**src/rtl/seq_shifter.sv**
```systemverilog
// ============================================================================
//  Module   : seq_shifter
//  Brief    : Iterative SLL/SRL/SRA/ROR shifter, one position per clock under
//             a start/busy/done handshake. Define SEQ_SHIFTER_RADIX4_EN to
//             retire two positions per clock with identical results.
//  Revision : 1.0  initial release
// ============================================================================
`default_nettype none

module seq_shifter #(
    parameter int WIDTH = 32,
    parameter int SHW   = 5
) (
    input  logic             clk,
    input  logic             rst_n,
    input  logic             start,
    input  logic [WIDTH-1:0] src,
    input  logic [SHW-1:0]   shamt,
    input  logic [1:0]       op,
    output logic             busy,
    output logic             done,
    output logic [WIDTH-1:0] shifted
);

    typedef enum logic [1:0] {
        S_IDLE  = 2'd0,
        S_SHIFT = 2'd1,
        S_DONE  = 2'd2
    } state_t;

    localparam logic [SHW-1:0] c_one = SHW'(1);

    state_t           r_state;
    logic [WIDTH-1:0] r_work;
    logic [SHW-1:0]   r_cnt;
    logic [1:0]       r_op;

    logic [WIDTH-1:0] w_step1;
    logic [WIDTH-1:0] w_next;
    logic [SHW-1:0]   w_cnt_next;

    // Single-position step; the SRA fill bit comes from the register being shifted.
    function automatic logic [WIDTH-1:0] f_step(input logic [WIDTH-1:0] w,
                                                input logic [1:0]       o);
        logic [WIDTH-1:0] res;
        case (o)
            2'b00:   res = {w[WIDTH-2:0], 1'b0};
            2'b01:   res = {1'b0, w[WIDTH-1:1]};
            2'b10:   res = {w[WIDTH-1], w[WIDTH-1:1]};
            default: res = {w[0], w[WIDTH-1:1]};
        endcase
        return res;
    endfunction

    assign w_step1 = f_step(r_work, r_op);

`ifdef SEQ_SHIFTER_RADIX4_EN
    localparam logic [SHW-1:0] c_two = SHW'(2);

    logic [WIDTH-1:0] w_step2;

    // Two chained steps give exactly the two-bit fill/rotate of each op.
    assign w_step2 = f_step(w_step1, r_op);

    always_comb begin
        w_next     = w_step1;
        w_cnt_next = r_cnt - c_one;
        if (r_cnt >= c_two) begin
            w_next     = w_step2;
            w_cnt_next = r_cnt - c_two;
        end
    end
`else
    assign w_next     = w_step1;
    assign w_cnt_next = r_cnt - c_one;
`endif

    always_ff @(posedge clk or negedge rst_n) begin
        if (!rst_n) begin
            r_state <= S_IDLE;
            r_work  <= '0;
            r_cnt   <= '0;
            r_op    <= 2'b00;
            busy    <= 1'b0;
            done    <= 1'b0;
            shifted <= '0;
        end else begin
            done <= 1'b0;
            case (r_state)
                // DONE accepts a new request just like IDLE for back-to-back issue.
                S_IDLE, S_DONE: begin
                    if (start) begin
                        r_work  <= src;
                        r_cnt   <= shamt;
                        r_op    <= op;
                        busy    <= 1'b1;
                        r_state <= S_SHIFT;
                    end else begin
                        r_state <= S_IDLE;
                    end
                end
                S_SHIFT: begin
                    if (r_cnt != '0) begin
                        r_work <= w_next;
                        r_cnt  <= w_cnt_next;
                    end else begin
                        shifted <= r_work;
                        done    <= 1'b1;
                        busy    <= 1'b0;
                        r_state <= S_DONE;
                    end
                end
                default: begin
                    busy    <= 1'b0;
                    r_state <= S_IDLE;
                end
            endcase
        end
    end

endmodule

`default_nettype wire

```
**config.mk**
```make
export PLATFORM = sky130hd
export DESIGN_NAME = seq_shifter
export DESIGN_NICKNAME = d
export VERILOG_FILES = /design/src/rtl/seq_shifter.sv
export SDC_FILE = /design/constraint.sdc
export NUM_CORES = 1
export LEC_CHECK = 0
export ABC_AREA = 1
export CORE_UTILIZATION = 53
export CTS_BUF_LIST = sky130_fd_sc_hd__clkbuf_4 sky130_fd_sc_hd__clkbuf_8
export CTS_CLUSTER_DIAMETER = 200
export DETAILED_ROUTE_END_ITERATION = 10
export GPL_TIMING_DRIVEN = 0
export PLACE_DENSITY = 0.88
export SLEW_MARGIN = 10
export SYNTH_ARGS = -nofsm -noshare
export SYNTH_HDL_FRONTEND = slang
export SYNTH_SLANG_ARGS = --single-unit
```
**constraint.sdc**
```tcl
create_clock -name clk -period 1.9 [get_ports clk]
set_clock_uncertainty 0.1 [all_clocks]
set_input_delay 0.38 -clock clk [delete_from_list [all_inputs] [get_ports clk]]
set_output_delay 0.38 -clock clk [all_outputs]
set_load 0.05 [all_outputs]
```
Yosys cells after proc, flatten, opt, wreduce, memory -nomap -nowiden --
Index checks and enable logic that the tools add are counted. Widths: inputs -> output; s select.
Storage, ports and cells: register bits after elaboration 75, input port bits 42, output and inout port bits 34
Cells by class: add/subtract/negate cells 1, eq/ne operators 8, multiplexer cells 15, bitwise operators 1, reductions and logical operators 10
Operators by type and width (number):
- $pmux 32 s3 | 1
- $mux 32 | 2
- $pmux 32 s2 | 1
- $mux 5 | 2
- $pmux 5 s2 | 1
- $ne 2x2->1 const B | 4
- $reduce_and 2->1 | 3
- $mux 1 | 5
- $reduce_bool 5->1 | 1
- $sub 5x1->5 const B | 1
- $eq 2x1->1 const B | 2
- $eq 2x2->1 const B | 2
- $logic_not 2->1 | 2
- $pmux 2 s2 | 1
- $reduce_and 4->1 | 1
- $reduce_and 3->1 | 1
- $mux 2 | 1
- $pmux 1 s2 | 1
- $reduce_bool 2->1 | 1
- $reduce_or 2->1 | 1
- $not 1->1 | 1

Depth between registers and ports, before layout --
depth in word-level cells 4, gate-level depth with buffers 9

Least setup slack after synthesis --
No wires, ideal clock.
kind flip-flop to flip-flop, start reg r_cnt[0], end reg shifted[19], arrival time 1.287 ns, data required time 1.678 ns, setup slack 0.391 ns, stages on the path, launching flop included 10, path buffers 2, clock period less this slack 1.509 ns, path through dfrtp_1 -> inv_1 -> ha_1 -> nand3_2 -> nand2_4 -> nand2_2 -> buf_6 -> buf_6 -> nand2_1 -> o21ai_1
Between the ends: longest elaborated chain between the ends 3
Ends and longest elaborated chain:
- start: declaration | RTL line 35 | logic [SHW-1:0] r_cnt;
- start signal: assignment | RTL line 94 | r_cnt <= shamt;
- start signal: assignment | RTL line 105 | r_cnt <= w_cnt_next;
- $reduce_bool 5->1 | RTL line 103 | if (r_cnt != '0) begin
- $not 1->1 (no source line)
- $reduce_and 2->1 (no source line)
- end signal: assignment | RTL line 107 | shifted <= r_work;
- end: declaration | RTL line 22 | output logic [WIDTH-1:0] shifted
No other way between the ends. A chain may end at the register's enable or synchronous reset.

Final worst setup path --
start reg shifted[28], end out shifted[28]
No word-level cell between the ends.

==> summary.txt <==
Status
  • Status: finished clean

Power
  • Worst VDD drop: 0.963 mV
  • Pwr per Cell Area: 2070 nW/um^2
  • Tot Pwr: 9970 uW
  • Leakage: 0.00256 uW

Clocking
  • Clk buf depth: 2
  • CTS tree: done
  • Clk pin slew, worst setup/hold paths: 0.08 ns
  • H-tree Lvls: 3
  • CTS root buffer: clkbuf_8
  • Clock latency at the later pin of the worst-skew pair: 0.35 ns
  • Total clock sinks: 75
  • Inserted Clock Buffers: 9

Worst setup path
  • Reg-to-Reg Start: r_cnt[0]$_DFFE_PN0P_
  • CP max stage cell: dlygate4sd2_1
  • Levels on crit path: 1
  • R2R cell count: 7
  • Worst path cell trace: dlygate4sd2_1
  • CP Buf/Inv Count: 1
  • Largest delay contributor family on the critical path: buffers and inverters
  • Critical path origin: shifted[28]$_DFFE_PN0P_
  • Arrival time at the worst endpoint: 1.26 ns
  • Critical path capture point type: output pin
  • Crit Path Max Fanout: 2
  • Register-to-Register Setup Slack: 0.19 ns
  • Kind of critical path: reg -> out
  • Worst EP required: 1.42 ns
  • CP Launch Type: flip-flop
  • R2r endpoint: r_work[3]$_DFFE_PN0P_
  • Max stage delay on crit path: 0.54 ns

Timing
  • Final setup fails: 0
  • Final min period: 1.74 ns
  • Headroom to the max-slew limit: 0.665
  • RSZ-0062 raised after global routing: no
  • Tightest Pin Transition: 0.505 ns
  • Final Hold Viols: 0
  • Hold slack: 0.377 ns
  • Final max-slew violation count: 0
  • Fmax: 574 MHz
  • Final Cycle Share: 0.917

Global routing
  • Initial antenna violation count: 0
  • GR Overflow Total: 0
  • Largest net degree at the start of global routing: 52
  • Tot GR Track Use: 0.265
  • First-pass GRT wire length: 15300 um
  • Number of global-route vias before repair: 3470

Finish
  • Ant. Diodes: 0
  • Area Growth Syn to Fin: 28.8%
  • Filler cell count: 550
  • Nets: 614
  • Cell Count, Final, Fillers Out: 671
  • Layout cells sized above 1: 0.117
  • Fin util: 0.708

Place
  • Detailed Place HPWL: 6150 um
  • Routability cong.: 0.822
  • Port Buffers: 75
  • Cells after DPL: 655

Drt
  • Pre-antenna DRT Iters: 5
  • Wire per inst: 13.3 um
  • DR iter-0 viols: 224
  • DRC: 0
  • DR vias/cell: 5.15
  • ANT nets after route: 0
  • Vias: 3457
  • Routed wire length: 8950 um

Flow run
  • Max Cap Viol: 0

Yosys
  • Post-Syn Nets: 526
  • Post-synth EDFFs: 0
  • Synthesized area: 3730 sq um
  • Netlist cell types: 20
  • Synth top area share: 0.503
  • FFs w/ async S/R, synth: 1.00
  • Top post-synthesis cells by area: dfrtp_1, nand2_1, nand3_1
  • Avg Cell Area, Syn: 7.73 sq um
  • Part of the Yosys area used for sequential elements: 0.503
  • Main synth FF type: dfrtp_1
  • Seq cells post-synth: 75
  • Cell taking the most area after synthesis: dfrtp_1
  • Syn Inst Count: 483
  • YS warnings: 0

Worst hold path
  • Hold depth: 2
  • Hold EP: shifted[11]$_DFFE_PN0P_
  • HP Class: reg -> reg
  • Hold Startpoint: shifted[11]$_DFFE_PN0P_

Floorplanning
  • Die area: 7380 sq um
  • Starting Density: 0.550
  • Die height: 85.9 um
  • Io pins: 76
  • Core Box Area: 6790 sq um
  • Die width: 85.9 um
  • Rows: 30
[through the flow]
step                setup TNS, ns  worst slack [ns]  instance area [sq um]
floorplan                       0             0.391                   3730
global placement          -161.59             -2.16                   4600
detailed placement              0             0.113                   4630
CTS                             0             0.159                   4810
global route                    0           0.00620                   4810
finish                          0             0.158                   4810
[logic make-up (layout without fill, tap and decap cells)]
| logic type | count (synthesis) | in the layout | synth area share |
|---|---|---|---|
| AOI/OAI and AO/OA | 71 | 71 | 0.109 |
| and+or+nand+nor | 264 | 264 | 0.291 |
| adders and majority gates | 1 | 1 | 0.00335 |
| DFF | 75 | 75 | 0.503 |
| buffers and inverters | 72 | 164 | 0.0935 |
[worst max-delay path by stage]
stage	slack (ns)	to
finish	0.16	shifted[28]
global route	0.006	r_work[2]$_DFFE_PN0P_
CTS	0.16	shifted[29]
detailed placement	0.11	r_work[3]$_DFFE_PN0P_
global placement	-2.16	shifted[3]$_DFFE_PN0P_
floorplan	0.39	shifted[19]$_DFFE_PN0P_
[cells in the mapped netlist (2+ instances only)]
cell      count
buf_2        16
buf_4         3
buf_6         6
clkbuf_2      2
dfrtp_1      75
inv_1        43
inv_2         2
nand2_1     212
nand2_4       2
nand3_1      41
nor2_1        4
o21ai_0      24
o21ai_1      33
o21ai_2      14
[flip-flops by register name, indices dropped and copies added (netlist names)]
name / cells
r_work: 32
r_op: 2
r_state: 2
busy: 1
r_cnt: 5
shifted: 32
done: 1
[per-layer routing]
layer  global-route usage  vias to the layer above  wire (um)
li1                     -                     1683          -
met1                0.337                     1620       3880
met2                0.442                      135       4380
met3               0.0577                       19        542
met4                0.105                        0        149
met5                    0                        -          0
[cell type report]
type,instances,area [sq um],share of cell area
multi-input combinational,336,1510,0.314
clock buffer,10,131,0.0273
buffer,27,180,0.0375
timing repair buffer,77,743,0.155
sequential,75,1880,0.390
tap,96,120,0.0250
inverter,45,169,0.0351
clock inverter,5,78.8,0.0164
[placed cells by master (no fill, tap or decap)]
cell	n
inv_1	43
nand2_1	212
nor2_8	1
dlygate4sd2_1	34
nor2_1	4
o21ai_2	14
buf_16	1
buf_2	16
inv_2	2
nand3_2	1
or2_2	1
ha_1	1
o21ai_0	24
nand3_1	41
o21ai_1	33
nor2_2	1
dfrtp_1	75
clkinv_4	1
dlygate4sd3_1	1
buf_6	6
bufinv_16	2
clkbuf_8	9
clkbuf_4	1
clkbuf_2	2
nand2_2	1
clkinv_2	2
nand2_4	2
clkdlybuf4s50_1	40
buf_4	4
[timing repair]
action	CTS	global route
endpoints found under the hold margin	24	0
setup endpoints to repair	34	0
buffers inserted	0	0
resized for setup	34	0
hold buffers	1	0
[report_power, final]
group | switching [uW] | internal (uW) | total, uW
registers | 335 | 2370 | 2710
clock network | 594 | 745 | 1340
logic | 4100 | 1830 | 5930
Note: power is estimated with default switching activity, not from simulation.
==> edit 1 (config.mk and constraints unchanged) <==
Put one more register stage on the output `shifted`, without a reset. The value now appears one clock later. The other outputs are not delayed to match.
--- a/src/rtl/seq_shifter.sv
+++ b/src/rtl/seq_shifter.sv
@@ -31,2 +31,4 @@
     localparam logic [SHW-1:0] c_one = SHW'(1);
+
+    logic [WIDTH-1:0] shifted_s0;
 
@@ -85,3 +87,3 @@
             done    <= 1'b0;
-            shifted <= '0;
+            shifted_s0 <= '0;
         end else begin
@@ -106,3 +108,3 @@
                     end else begin
-                        shifted <= r_work;
+                        shifted_s0 <= r_work;
                         done    <= 1'b1;
@@ -120,2 +122,6 @@
 
+    always_ff @(posedge clk) begin
+        shifted <= shifted_s0;
+    end
+
 endmodule
Check against the original RTL: not equivalent (Yosys sat finds a counterexample within 4 cycles, from zero or initial values and one cycle with rst_n low).
==> edit 1 against the original RTL <==
Area after synthesis rose by 19%; design area rose by 14%; via count rose by 9.5%; power rose by 13%; worst setup slack improved by 0.010 ns; sequential cell count rose by 32; wire length rose by 11%; sequential power rose by 38%; utilization fell by 1.3 points; die area rose by 18%; critical path type unchanged; largest cell class unchanged; highest routed layer unchanged.
==> edit 1: results (changes against the original RTL) <==
- Synth cell types: 21 (was 20)
- Synth area leaders: dfrtp_1 42%, nand2_1 17%, dfxtp_1 14% (was dfrtp_1 50%, nand2_1 21%, nand3_1 5.5%)
- Compound-Gate Fraction of Synth Area: 9.715% (was 10.92%)
- Fillers: 613 (was 550)
- Layout cells sized above 1: 13.32% (was 11.65%)
- Final Instance Count excl. Fillers: 710 (was 671)
- Async S/R FF share, synth: 70.09% (was 100.0%)
- FF-to-FF End: shifted_s0[15] (was r_work[3])
- Placed Cells incl. Taps: 693 (was 655)
- Commonest cells post-synth: 206 x nand2_1, 75 x dfrtp_1, 42 x inv_1, 41 x nand3_1, 40 x o21ai_1 (was 212 x nand2_1, 75 x dfrtp_1, 43 x inv_1, 41 x nand3_1, 33 x o21ai_1)
- Sw Share: 48.90% (was 50.39%)
- Largest regs: r_work: 32 flops, shifted: 32 flops, shifted_s0: 32 flops (was r_work: 32 flops, shifted: 32 flops, r_cnt: 5 flops)
- Slowest cell delay on critical path: ~0.53 ns
- Status: complete, no violations (unchanged)
- Placer Congestion: 0.8666 (was 0.8215)
- Leakage: 0.002826 uW (was 0.002559 uW)
- Post-Synthesis Cells: 515 (was 483)
- Register area share after synthesis: 56.82% (was 50.27%)
- Worst setup endpoint: busy (was shifted[28])
- VDD IR max: 1.124 mV (was 0.9632 mV)
- Clk_lat worst skew: 0.37 ns (was 0.35 ns)
- Largest net degree at the start of global routing: 46 (was 52)
- Slew headroom: 65.05% (was 66.49%)
- Hold WS: 0.2785 ns (was 0.3771 ns)
- Slowest cell on crit path: dlygate4sd2_1 (unchanged)
- Vias in the first global route: 3522 (was 3470)
- Layout Nets: 646 (was 614)
- Clk pin slew, worst setup/hold paths: 0.10 ns (was 0.08 ns)
- FF-to-FF path depth: 9 (was 7)
- GRT Total Usage: 24.47% (was 26.51%)
- Antenna violations before repair: 0 (unchanged)
- Vias/cell: 5.331 (was 5.152)
- Iteration-0 DRC Markers: 256 (was 224)
- Worst Setup SP: busy (was shifted[28])
- Adder-cell area share of the yosys netlist: 0.2824% (was 0.3351%)
- Detail Placement HPWL: 7018 um (was 6153 um)
- Syn Nets: 558 (was 526)
- First-pass GRT wire length: 16270 um (was 15350 um)
- Wirelength per Cell: 13.99 um (was 13.34 um)
## edit 1: cell count changes after synthesis, sizes merged
cell | before | now
dfxtp | 0 | 32
buf | 25 | 26
clkbuf | 2 | 1
## edit 1: area by class of cell
class                   instances  area [um^2]  share of cell area (%)
flip-flops and latches        107         2517                   45.96
repair buffers                 77        743.2                   13.57
well taps                     102        127.6                   2.330
inverters                      45        168.9                   3.084
multi-input cells             336         1550                   28.30
clock buffers                   9        123.9                   2.261
plain buffers                  27        193.9                   3.540
clock inverters                 7        52.55                  0.9593
## edit 1: repair_timing
action                     CTS  global route
hold endpoints to repair    30             0
setup endpoints to repair   34             0
hold buffers                 1             0
gates resized for setup     34             0
## edit 1: how the worst min path moves through the flow
stage                      to      startpoint  depth (start not counted)
2_1_floorplan            busy           rst_n                          0
3_3_place_gp       shifted[6]   shifted_s0[6]                          0
3_5_place_dp   shifted_s0[18]           rst_n                          1
4_1_cts            shifted[8]   shifted_s0[8]                          0
5_1_grt            shifted[8]   shifted_s0[8]                          0
6_report          shifted[10]  shifted_s0[10]                          0
## edit 1: routing by layer
layer  wire length [um]  GRT usage, %  share of wire (%)  vias up
li1                   -             -                  -     1784
met1               4010         31.35                 40     1774
met2               4904         40.26                 49      202
met3                740         4.065                7.5       25
met4                274         12.18                2.8        0
met5                  0             0                  0        -
## edit 1: kinds of logic (layout without fill, tap and decap cells)
kind of cell	after synthesis	count (layout)
buffers and inverters	72	165
adders and majority gates	1	1
DFF	107	107
and+or+nand+nor	264	264
AOI/OAI and AO/OA	71	71
## edit 1: metrics by stage
stage	setup slack [ns]	instance area (um^2)	util, %	total power [uW]
2_1_floorplan	0.3985	4431	-	8398
3_3_place_gp	-2.162	5309	67.31	9834
3_5_place_dp	0.1367	5334	67.62	10170
4_1_cts	0.1486	5478	69.45	11230
5_1_grt	0.1249	5478	69.45	12020
6_report	0.1685	5478	69.45	11240
## edit 1: power by group through the flow
stage	combinational (uW)	sequential (uW)	clock [uW]
2_1_floorplan	3570	4830	0
3_3_place_gp	6080	3750	0
3_5_place_dp	6350	3820	0
4_1_cts	6180	3750	1300
5_1_grt	6770	3850	1400
6_report	6220	3750	1270
==> edit 2 (config.mk and constraints unchanged) <==
Made on the original files. Change the parameter `WIDTH` from 32 to 64.
--- a/src/rtl/seq_shifter.sv
+++ b/src/rtl/seq_shifter.sv
@@ -10,3 +10,3 @@
 module seq_shifter #(
-    parameter int WIDTH = 32,
+    parameter int WIDTH = 64,
     parameter int SHW   = 5
Ports: changed (resized shifted and src); port bits go from 76 to 140. The function was not compared with the original's and may differ.
==> edit 2 against the original RTL <==
Area after synthesis grew 81%; worst setup slack got worse by 0.11 ns; sequential power rose by 83%; power grew 81%; wire length grew 89%; critical path depth is the same; register-to-register slack worse by 0.07 ns; non-clock buffer count up 91; design area rose by 81%; clock power rose by 66%; sequential cell count rose by 64.
==> edit 2: results (changes against the original RTL) <==
- N_diodes: 0 (unchanged)
- FF-to-FF path depth: 7 (unchanged)
- Largest regs: r_work: 64 flops, shifted: 64 flops, r_cnt: 5 flops (was r_work: 32 flops, shifted: 32 flops, r_cnt: 5 flops)
- Hold WS: 0.3789 ns (was 0.3771 ns)
- Non-clk buf share: 19.56% (was 19.21%)
- H-tree lvl count: 4 (was 3)
- FF-to-FF End: r_work[13] (was r_work[3])
- Vias in the first global route: 5927 (was 3470)
- Register area share after synthesis: 51.38% (was 50.27%)
- Layout cells sized above 1: 8.451% (was 11.65%)
- Clk power: 2230 uW (was 1340 uW)
- Final Instance Count excl. Fillers: 1233 (was 671)
- Synth cell types: 20 (unchanged)
- VDD IR max: 1.070 mV (was 0.9632 mV)
- Async S/R FF share, synth: 100.0% (unchanged)
- Wirelength per Cell: 13.70 um (was 13.34 um)
- First-pass GRT wire length: 27990 um (was 15350 um)
- Leakage: 0.004641 uW (was 0.002559 uW)
- Synth area leaders: dfrtp_1 51%, nand2_1 22%, nand3_1 5.4% (was dfrtp_1 50%, nand2_1 21%, nand3_1 5.5%)
- Non-CTS buffers: 195 (was 104)
- Layout Nets: 1127 (was 614)
- Post-Synthesis Cells: 892 (was 483)
- Detail Placement HPWL: 11840 um (was 6153 um)
- GRT Total Usage: 27.08% (was 26.51%)
- Status: complete, no violations (unchanged)
- Clk root buf: clkbuf_8 (unchanged)
- Worst endpoint data arrival time: 1.37 ns (was 1.26 ns)
- Adder-cell area share of the yosys netlist: 0.1848% (was 0.3351%)
- Sequential share of power: 27.5% (was 27.1%)
- Compound-Gate Fraction of Synth Area: 10.05% (was 10.92%)
- Num sequential: 139 (was 75)
- Non-clk invs: 76 (was 45)
- Multi-input gates: 623 (was 336)
- Fillers: 1038 (was 550)
- Clk_lat worst skew: 0.45 ns (was 0.35 ns)
- Int Pwr: 8837 uW (was 4947 uW)
- Multi-input combinational area share: 30.58% (was 31.36%)
- Seq. cell area: 0.003478 mm^2 (was 0.001877 mm^2)
- 1st-pass router iterations: 4 (was 5)
- R2R Setup Slk: 0.12 ns (was 0.19 ns)
- Number of port buffers: 139 (was 75)
- WHS Endpoint: busy (was shifted[11])
- Syn Nets: 967 (was 526)
- Vias: 6376 (was 3457)
- Worst hold stages: 1 (was 2)
- Commonest cells post-synth: 401 x nand2_1, 139 x dfrtp_1, 74 x inv_1, 73 x nand3_1, 68 x o21ai_1 (was 212 x nand2_1, 75 x dfrtp_1, 43 x inv_1, 41 x nand3_1, 33 x o21ai_1)
- Clkbuf count: 25 (was 10)
- FF-to-FF Start: r_op[1] (was r_cnt[0])
- Worst-margin pin slew: 0.6046 ns (was 0.5047 ns)
- Largest net degree at the start of global routing: 76 (was 52)
- Cts bufs inserted: 17 (was 9)
- Iteration-0 DRC Markers: 396 (was 224)
- Min-delay src: r_state[0] (was shifted[11])
- Hold Path Class: flip-flop to flip-flop (unchanged)
- Placer Congestion: 0.8242 (was 0.8215)
- Clock-cell share: 4.237% (was 4.373%)
-- edit 2: cell types whose count changed after synthesis, moves of 2 or more --
cell      change
clkbuf_1      +9
buf_6         +7
buf_4         +3
dfrtp_1      +64
clkbuf_2      -2
nand2_1     +189
o21ai_2      -14
o21ai_1      +35
o21ai_0      +43
inv_1        +31
buf_2        +10
nand3_1      +32
-- edit 2: worst max path at each step --
stage                   to  cells past startpoint  slack [ns]         from
6_report       shifted[13]                      1        0.05  shifted[13]
5_1_grt               busy                      1      0.0008         busy
2_1_floorplan   shifted[0]                      9        0.33     r_cnt[0]
3_3_place_gp    r_work[18]                      1       -5.08        rst_n
4_1_cts        shifted[43]                      1        0.02  shifted[43]
3_5_place_dp    r_work[45]                      5       -0.03        start
-- edit 2: metrics by stage --
stage	setup TNS [ns]	area, um^2	utilization [%]	total power, uW	setup slack (ns)
after floorplan	0	6770	-	13030	0.3343
after global placement	-705.32	8372	68.56	15930	-5.082
after detailed placement	-0.06305	8401	68.79	16270	-0.03492
after CTS	0	8697	71.22	18070	0.02113
after global routing	0	8711	71.33	19560	0.0008220
final	0	8711	71.33	18090	0.04525
-- edit 2: timing repair --
item                                    4_1_cts  5_1_grt
hold buffers                                  1        0
endpoints found under the hold margin        64        0
cloned                                        0        0
buffers inserted                              0        0
resized for setup                            66        6
endpoints found under the setup margin       66       53
-- edit 2: per-layer routing --
| layer | wire length [um] | part of all wire, % | vias to the layer above | global-route usage [%] |
|---|---|---|---|---|
| li1 | - | - | 3111 | - |
| met1 | 7461 | 44 | 3002 | 36.28 |
| met2 | 8116 | 48 | 238 | 44.02 |
| met3 | 1022 | 6.0 | 25 | 5.324 |
| met4 | 296 | 1.8 | 0 | 9.784 |
| met5 | 0 | 0 | - | 0 |
